==> config.mk <==
export PLATFORM = sky130hd
export DESIGN_NAME = timestamp_counter
export DESIGN_NICKNAME = d
export VERILOG_FILES = /design/src/rtl/timestamp_pkg.sv /design/src/rtl/tick_prescaler.sv /design/src/rtl/timestamp_counter.sv
export SDC_FILE = /design/constraint.sdc
export NUM_CORES = 1
export LEC_CHECK = 0
export ABC_CLOCK_PERIOD_IN_PS = 4200
export CORE_AREA = 5 5 73 82
export CTS_CLUSTER_DIAMETER = 120
export DETAILED_ROUTE_END_ITERATION = 8
export DIE_AREA = 0 0 78 87
export PLACE_DENSITY = 0.84
export RECOVER_POWER = 25
export SLEW_MARGIN = 20
export SYNTH_ARGS = -nofsm -noshare
export SYNTH_HDL_FRONTEND = slang
export SYNTH_SLANG_ARGS = --single-unit
==> constraint.sdc <==
create_clock -name clk -period 4.2 [get_ports clk]
set_input_delay 0.63 -clock clk [delete_from_list [all_inputs] [get_ports clk]]
set_output_delay 0.63 -clock clk [all_outputs]
set_load 0.02 [all_outputs]
==> src/rtl/timestamp_pkg.sv <==
// Shared defaults and width helpers for the hh:mm:ss timestamp counter.
package timestamp_pkg;

  localparam int DEF_CLK_PER_TICK = 1000;
  localparam int DEF_SEC_MAX      = 59;
  localparam int DEF_MIN_MAX      = 59;
  localparam int DEF_HOUR_MAX     = 23;
  localparam int DEF_FIELD_W      = 6;
  localparam int DEF_HOUR_W       = 5;

  // Bits needed to hold 0..v-1.
  function automatic int clog2(input int v);
    int r;
    int x;
    r = 0;
    x = v - 1;
    while (x > 0) begin
      r = r + 1;
      x = x >> 1;
    end
    return r;
  endfunction

  // Prescaler width, never zero so a divide-by-1 still has a register.
  function automatic int pre_width(input int v);
    return (clog2(v) < 1) ? 1 : clog2(v);
  endfunction

endpackage

==> src/rtl/tick_prescaler.sv <==
// Divides the enabled clock into one-cycle seconds ticks; frozen while en is low.
module tick_prescaler
  import timestamp_pkg::*;
#(
  parameter int CLK_PER_TICK = DEF_CLK_PER_TICK
) (
  input  logic clk,
  input  logic reset_n,
  input  logic en,
  input  logic clear,
  output logic tick
);

  localparam int PW = pre_width(CLK_PER_TICK);
  localparam logic [PW-1:0] PRE_LAST = PW'(CLK_PER_TICK - 1);

  logic [PW-1:0] pre;

  assign tick = en && (pre == PRE_LAST);

  always_ff @(posedge clk or negedge reset_n) begin
    if (!reset_n) begin
      pre <= '0;
    end else if (clear) begin
      pre <= '0;
    end else if (en) begin
      pre <= tick ? '0 : pre + 1'b1;
    end
  end

endmodule

==> src/rtl/timestamp_counter.sv <==
// Elapsed-time counter with load/clear, sticky rollover flag and a req/ack snapshot register.
// Snapshot handshake: snap_req is accepted when snap_valid=0 or snap_ack is high in the same cycle;
// the snapshot is held with snap_valid=1 until a cycle with snap_ack=1 (and no new request).
module timestamp_counter
  import timestamp_pkg::*;
#(
  parameter int CLK_PER_TICK = DEF_CLK_PER_TICK,
  parameter int SEC_MAX      = DEF_SEC_MAX,
  parameter int MIN_MAX      = DEF_MIN_MAX,
  parameter int HOUR_MAX     = DEF_HOUR_MAX,
  parameter int FIELD_W      = DEF_FIELD_W,
  parameter int HOUR_W       = DEF_HOUR_W
) (
  input  logic               clk,
  input  logic               reset_n,
  input  logic               en,
  input  logic               clear,
  input  logic               load,
  input  logic [FIELD_W-1:0] ld_sec,
  input  logic [FIELD_W-1:0] ld_min,
  input  logic [HOUR_W-1:0]  ld_hour,
  input  logic               rst_ovf,
  input  logic               snap_req,
  input  logic               snap_ack,
  output logic [FIELD_W-1:0] sec,
  output logic [FIELD_W-1:0] min,
  output logic [HOUR_W-1:0]  hour,
  output logic               sec_pulse,
  output logic               wrap_pulse,
  output logic               ovf,
  output logic [FIELD_W-1:0] snap_sec,
  output logic [FIELD_W-1:0] snap_min,
  output logic [HOUR_W-1:0]  snap_hour,
  output logic               snap_valid
);

  localparam logic [FIELD_W-1:0] SEC_LAST  = FIELD_W'(SEC_MAX);
  localparam logic [FIELD_W-1:0] MIN_LAST  = FIELD_W'(MIN_MAX);
  localparam logic [HOUR_W-1:0]  HOUR_LAST = HOUR_W'(HOUR_MAX);

  logic               tick;
  logic [FIELD_W-1:0] sec_n;
  logic [FIELD_W-1:0] min_n;
  logic [HOUR_W-1:0]  hour_n;
  logic               sec_pulse_n;
  logic               wrap_n;
  logic               snap_cap;
  logic               snap_valid_n;

  // Load also restarts the prescaler so a loaded time gets a full second.
  tick_prescaler #(
    .CLK_PER_TICK(CLK_PER_TICK)
  ) u_prescaler (
    .clk     (clk),
    .reset_n (reset_n),
    .en      (en),
    .clear   (clear | load),
    .tick    (tick)
  );

  always_comb begin
    sec_n       = sec;
    min_n       = min;
    hour_n      = hour;
    sec_pulse_n = 1'b0;
    wrap_n      = 1'b0;
    if (clear) begin
      sec_n  = '0;
      min_n  = '0;
      hour_n = '0;
    end else if (load) begin
      sec_n  = (ld_sec  > SEC_LAST)  ? '0 : ld_sec;
      min_n  = (ld_min  > MIN_LAST)  ? '0 : ld_min;
      hour_n = (ld_hour > HOUR_LAST) ? '0 : ld_hour;
    end else if (tick) begin
      sec_pulse_n = 1'b1;
      if (sec < SEC_LAST) begin
        sec_n = sec + 1'b1;
      end else begin
        sec_n = '0;
        if (min < MIN_LAST) begin
          min_n = min + 1'b1;
        end else begin
          min_n = '0;
          if (hour < HOUR_LAST) begin
            hour_n = hour + 1'b1;
          end else begin
            hour_n = '0;
            wrap_n = 1'b1;
          end
        end
      end
    end
  end

  always_comb begin
    snap_cap     = snap_req && (!snap_valid || snap_ack);
    snap_valid_n = snap_valid;
    if (snap_cap) begin
      snap_valid_n = 1'b1;
    end else if (snap_ack) begin
      snap_valid_n = 1'b0;
    end
  end

  always_ff @(posedge clk or negedge reset_n) begin
    if (!reset_n) begin
      sec        <= '0;
      min        <= '0;
      hour       <= '0;
      sec_pulse  <= 1'b0;
      wrap_pulse <= 1'b0;
      ovf        <= 1'b0;
    end else begin
      sec        <= sec_n;
      min        <= min_n;
      hour       <= hour_n;
      sec_pulse  <= sec_pulse_n;
      wrap_pulse <= wrap_n;
      // A rollover in the same cycle as rst_ovf must not be lost.
      if (wrap_n) begin
        ovf <= 1'b1;
      end else if (rst_ovf) begin
        ovf <= 1'b0;
      end
    end
  end

  always_ff @(posedge clk or negedge reset_n) begin
    if (!reset_n) begin
      snap_sec   <= '0;
      snap_min   <= '0;
      snap_hour  <= '0;
      snap_valid <= 1'b0;
    end else begin
      snap_valid <= snap_valid_n;
      if (snap_cap) begin
        snap_sec  <= sec;
        snap_min  <= min;
        snap_hour <= hour;
      end
    end
  end

endmodule
======== Yosys cells after proc, flatten, opt, wreduce, memory -nomap -nowiden ========
Index checks and enable logic that the tools add are counted.
storage, ports and cells
  register bits ........................... 48
  input bits .............................. 25
  output and inout port bits .............. 38
  word-level logic and storage cells ...... 69
operators by class
  $add $sub $neg .......................... 4
  magnitude comparators ................... 6
  equal/unequal tests ..................... 3
  muxes and demuxes ....................... 34
  bitwise operators ....................... 1
  reduce and logical (&&, ||, !) cells .... 10
operators by type and width
  operator                                               number
  two-way mux 6 bit                                      11
  two-way mux 5 bit                                      7
  two-way mux 10 bit                                     3
  two-way mux 1 bit                                      13
  adder 6 x 1 -> 6 bit (second input constant)           2
  greater-than comparator 6 bit (second input constant)  2
  less-than comparator 6 bit (second input constant)     2
  adder 10 x 1 -> 10 bit (second input constant)         1
  equality test 10 bit (second input constant)           1
  inequality test 3 bit (second input constant)          2
  nonzero test 2 bit                                     3
  adder 5 x 1 -> 5 bit (second input constant)           1
  greater-than comparator 5 bit (second input constant)  1
  less-than comparator 5 bit (second input constant)     1
  AND reduction 3 bit                                    1
  nonzero test 3 bit                                     1
  logical AND 1 bit                                      2
  AND reduction 2 bit                                    1
  zero test 1 bit                                        1
  logical OR 1 bit                                       1
  bitwise OR 1 bit                                       1

======== Longest topological paths before layout ========
  depth in word-level cells ............... 8
  depth in mapped cells ................... 6
  depth with buffers taken out ............ 5

======== By module ========
From an unflattened synthesis, not the netlist that was laid out.
unflattened totals
  cells, all modules ...................... 249
  area total of the unflattened synthesis .. 2491.1 um2
by module, submodules not included
  module             instances  cells each  area each (um2)  sequential area each (um2)
  timestamp_counter  1          194         1955.6           950.9
  tick_prescaler     1          55          535.5            250.2

======== Least setup slack after synthesis ========
No wires, ideal clock.
  kind .................................... register to register
  from .................................... register sec[0]
  to ...................................... register hour[1]
  data arrival time ....................... 1.675 ns
  slack ................................... 2.400 ns
  cell stages (with the launch flop) ...... 6
  clock period less this slack ............ 1.800 ns
  path through ............................ dfrtp_1 -> ha_1 -> o2111a_2 -> nor2b_4 -> a21o_4 -> mux2_4
on the way
  word-level cells in the longest chain between the ends .. 3
ends and longest elaborated chain
  what                                    RTL line                  source
  start, declared                         timestamp_counter.sv:25   output logic [FIELD_W-1:0] sec,
  start signal, assigned                  timestamp_counter.sv:115  sec <= sec_n;
  less-than comparator 6 bit              timestamp_counter.sv:77   if (sec < SEC_LAST) begin
  inequality test 3 bit (no source line)  -
  AND reduction 3 bit (no source line)    -
  end signal, assigned                    timestamp_counter.sv:117  hour <= hour_n;
  end, declared                           timestamp_counter.sv:27   output logic [HOUR_W-1:0] hour,
Every way passes these cells.
A chain may end at the register's enable or synchronous reset.

==> metrics.txt <==
status=finished, violations left; failing checks=capacitance limit, slew limit; Worst VDD drop=0.000194 V; Pint=0.000794 W; setup_tns=0 ps; Slew HR=-0.691; Setup CP Type=input port to async pin; Syn Nets=286; initial core utilization=0.512; Critical Path Sink Type=async pin; Ports=63; Die Y=87 um; clock root cell=clkbuf_8; min Tclk post-route=2550 ps; Skew-Pair Late Insertion Delay=300 ps; setup violators final=0; first-pass GRT wire length=10900 um; area grow syn2layout=28.4%; DR pass1 iterations=4; Worst Path Buf+Inv=1; num rows=28; vias per cell=5.98; Sequential Power Share=0.483; Resize count post-CTS=0; ant diodes=0; crit path cell chain=clkbuf_1; crit share post-route=0.607; delay of the slowest critical-path stage=1770 ps; Residual DRC=0; via count=2268; CTS tree=yes; Mapped Cells=257; Synth cell types=61; Total GRT Usage=0.199; Psw=0.000313 W; antenna violations before repair=0; # Post-CTS Setup Buffers=0; Leak Pwr=1.37 nW; # Max-Cap Violations=1; max-slew violation count=49; Comb pwr share=0.220; Final ANT Viol Nets=0; Overflow after GRT=0; vias in the first global route=2242; Final Hold Fails=0; EDFF count, synth=0; Synth warnings=0; most frequent cells in the layout=61 x clkdlybuf4s50_1, 48 x dfrtp_1, 29 x nand2_1; switch share=0.283; Bufs on Longest Clock Path=2; CTS clk-pin slew, worst paths=80 ps; drt first-iter violations=131; Hold Path Class=register to register; Filler cells=421; slowest stage cell, crit path=clkbuf_1; fmax=392 MHz; mapped cell area=2640 um2; clk_skew=14.9 ps; CTS H-tree lvls=2; HPWL after DPL=4710 um; crit path DAT=2420 ps; Seq/Total Area, Yosys=0.455; pwr dens=326 nW/um2; Core Footprint=5150 um2; crit start category=input port; critical path required time=4070 ps; #FFs+latches synth=48; Worst Tran Pin Value=2540 ps; critical path's top delay family=buffers and inverters; RD Place Congestion=0.852; wire per inst=17.1 um; most common cell after layout, fill and taps aside=clkdlybuf4s50_1; Routed WL=6480 um; I/O Buffers=62; nets@finish=347; Synth Area per Inst=10.3 um2; RSZ-0062 raised after global routing=no; clock sinks=48; Clock power frac=0.296; hold bufs inserted after CTS=0; largest net degree at the start of global routing=49; die area=6790 um2; die width=78 um; Final Core Density=0.658; TritonCTS Buffers=5; fraction of registers with async set/reset=1.00; layout cells sized above 1=0.116; Worst Path Max Fanout=48; main flop type after synthesis=dfrtp_1
path summary, 6_finish.rpt:
| kind | from | end | slack, ps | depth (start not counted) |
|---|---|---|---|---|
| max | reset_n | u_prescaler.pre[9] | 1650 | 1 |
| min | snap_sec[4] | snap_sec[4] | 490 | 2 |
| max reg2reg | u_prescaler.pre[0] | hour[4] | 2250 | 5 |
| min reg2reg | snap_sec[4] | snap_sec[4] | 490 | 2 |
| max in group clk | load | u_prescaler.pre[8] | 1770 | 5 |
| min in group asynchronous | reset_n | snap_sec[3] | 1110 | 1 |
worst reg2reg max path, stage by stage, from the launching register on:
cell	delay, ps
dfrtp_1	410
ha_1	270
nand3_2	180
nor3_4	480
a21o_4	230
mux2_4	290
power groups by stage:
| stage | registers, W | logic, W | clock network, W |
|---|---|---|---|
| 2_1_floorplan | 0.000580 | 0.0000786 | 0 |
| 5_1_grt | 0.000541 | 0.000262 | 0.000354 |
| 4_1_cts | 0.000534 | 0.000247 | 0.000335 |
| 3_5_place_dp | 0.000544 | 0.000246 | 0 |
| 3_3_place_gp | 0.000541 | 0.000240 | 0 |
| 6_report | 0.000534 | 0.000244 | 0.000328 |
layer usage:
layer	part of all wire	track usage
met2	0.52	0.337
met1	0.43	0.253
met4	0.0097	0.0661
met5	0	0
met3	0.044	0.0435
layout make-up:
cell class                      count  area, um2  share of cell area
Clock buffer                        6       72.6              0.0214
Clock inverter                      2       35.0              0.0103
Inverter                            7       26.3             0.00775
Timing Repair Buffer               62        614               0.181
Multi-Input combinational cell    194       1370               0.403
Tap cell                           60       75.1              0.0221
Sequential cell                    48       1200               0.354
cell usage after synthesis (3+ instances only):
cell type | n | area share
o21ai_0 | 9 | 0.017
inv_1 | 7 | 0.010
a32o_1 | 3 | 0.011
o211ai_1 | 5 | 0.014
mux2_2 | 11 | 0.047
ha_1 | 4 | 0.019
a41oi_1 | 3 | 0.010
a21oi_1 | 6 | 0.011
nand3b_1 | 4 | 0.011
a32oi_1 | 4 | 0.013
a221o_1 | 3 | 0.011
mux2_4 | 3 | 0.017
nand3_1 | 14 | 0.027
nor2_1 | 14 | 0.020
nand4_1 | 6 | 0.014
xnor2_1 | 4 | 0.013
a31oi_1 | 5 | 0.012
nand2_1 | 29 | 0.041
nor3_1 | 10 | 0.019
dfrtp_1 | 48 | 0.46
buf_2 | 4 | 0.0076
o21ai_1 | 7 | 0.013
nand2b_1 | 7 | 0.017
registers in the layout, summed over array words and instances (netlist names):
signal	count
snap_valid	1
ovf	1
sec_pulse	1
u_prescaler.pre	10
snap_hour	5
min	6
snap_min	6
sec	6
wrap_pulse	1
snap_sec	6
hour	5
metrics by stage:
stage               instance area, um2  setup WS (ps)  hold slack [ps]  total power, W  std cells
CTS                               3390           1810              494         0.00112        379
floorplan                         2640           2400              334        0.000659        257
global placement                  3280           1560              462        0.000781        371
finish                            3390           1650              487         0.00111        379
global route                      3390            995              532         0.00116        379
detailed placement                3280           1480              474        0.000789        371
logic make-up (layout without fill, tap and decap cells):
kind of cell / after synthesis / in the layout / synth area share
mux: 17 / 17 / 0.0763
flops: 48 / 48 / 0.455
compound gates: 59 / 59 / 0.175
xor+xnor: 6 / 6 / 0.0199
fa+ha+maj: 4 / 4 / 0.0190
buf+inv: 15 / 77 / 0.0275
simple gates: 108 / 108 / 0.227
No activity file was read; power rests on OpenSTA's default activity.
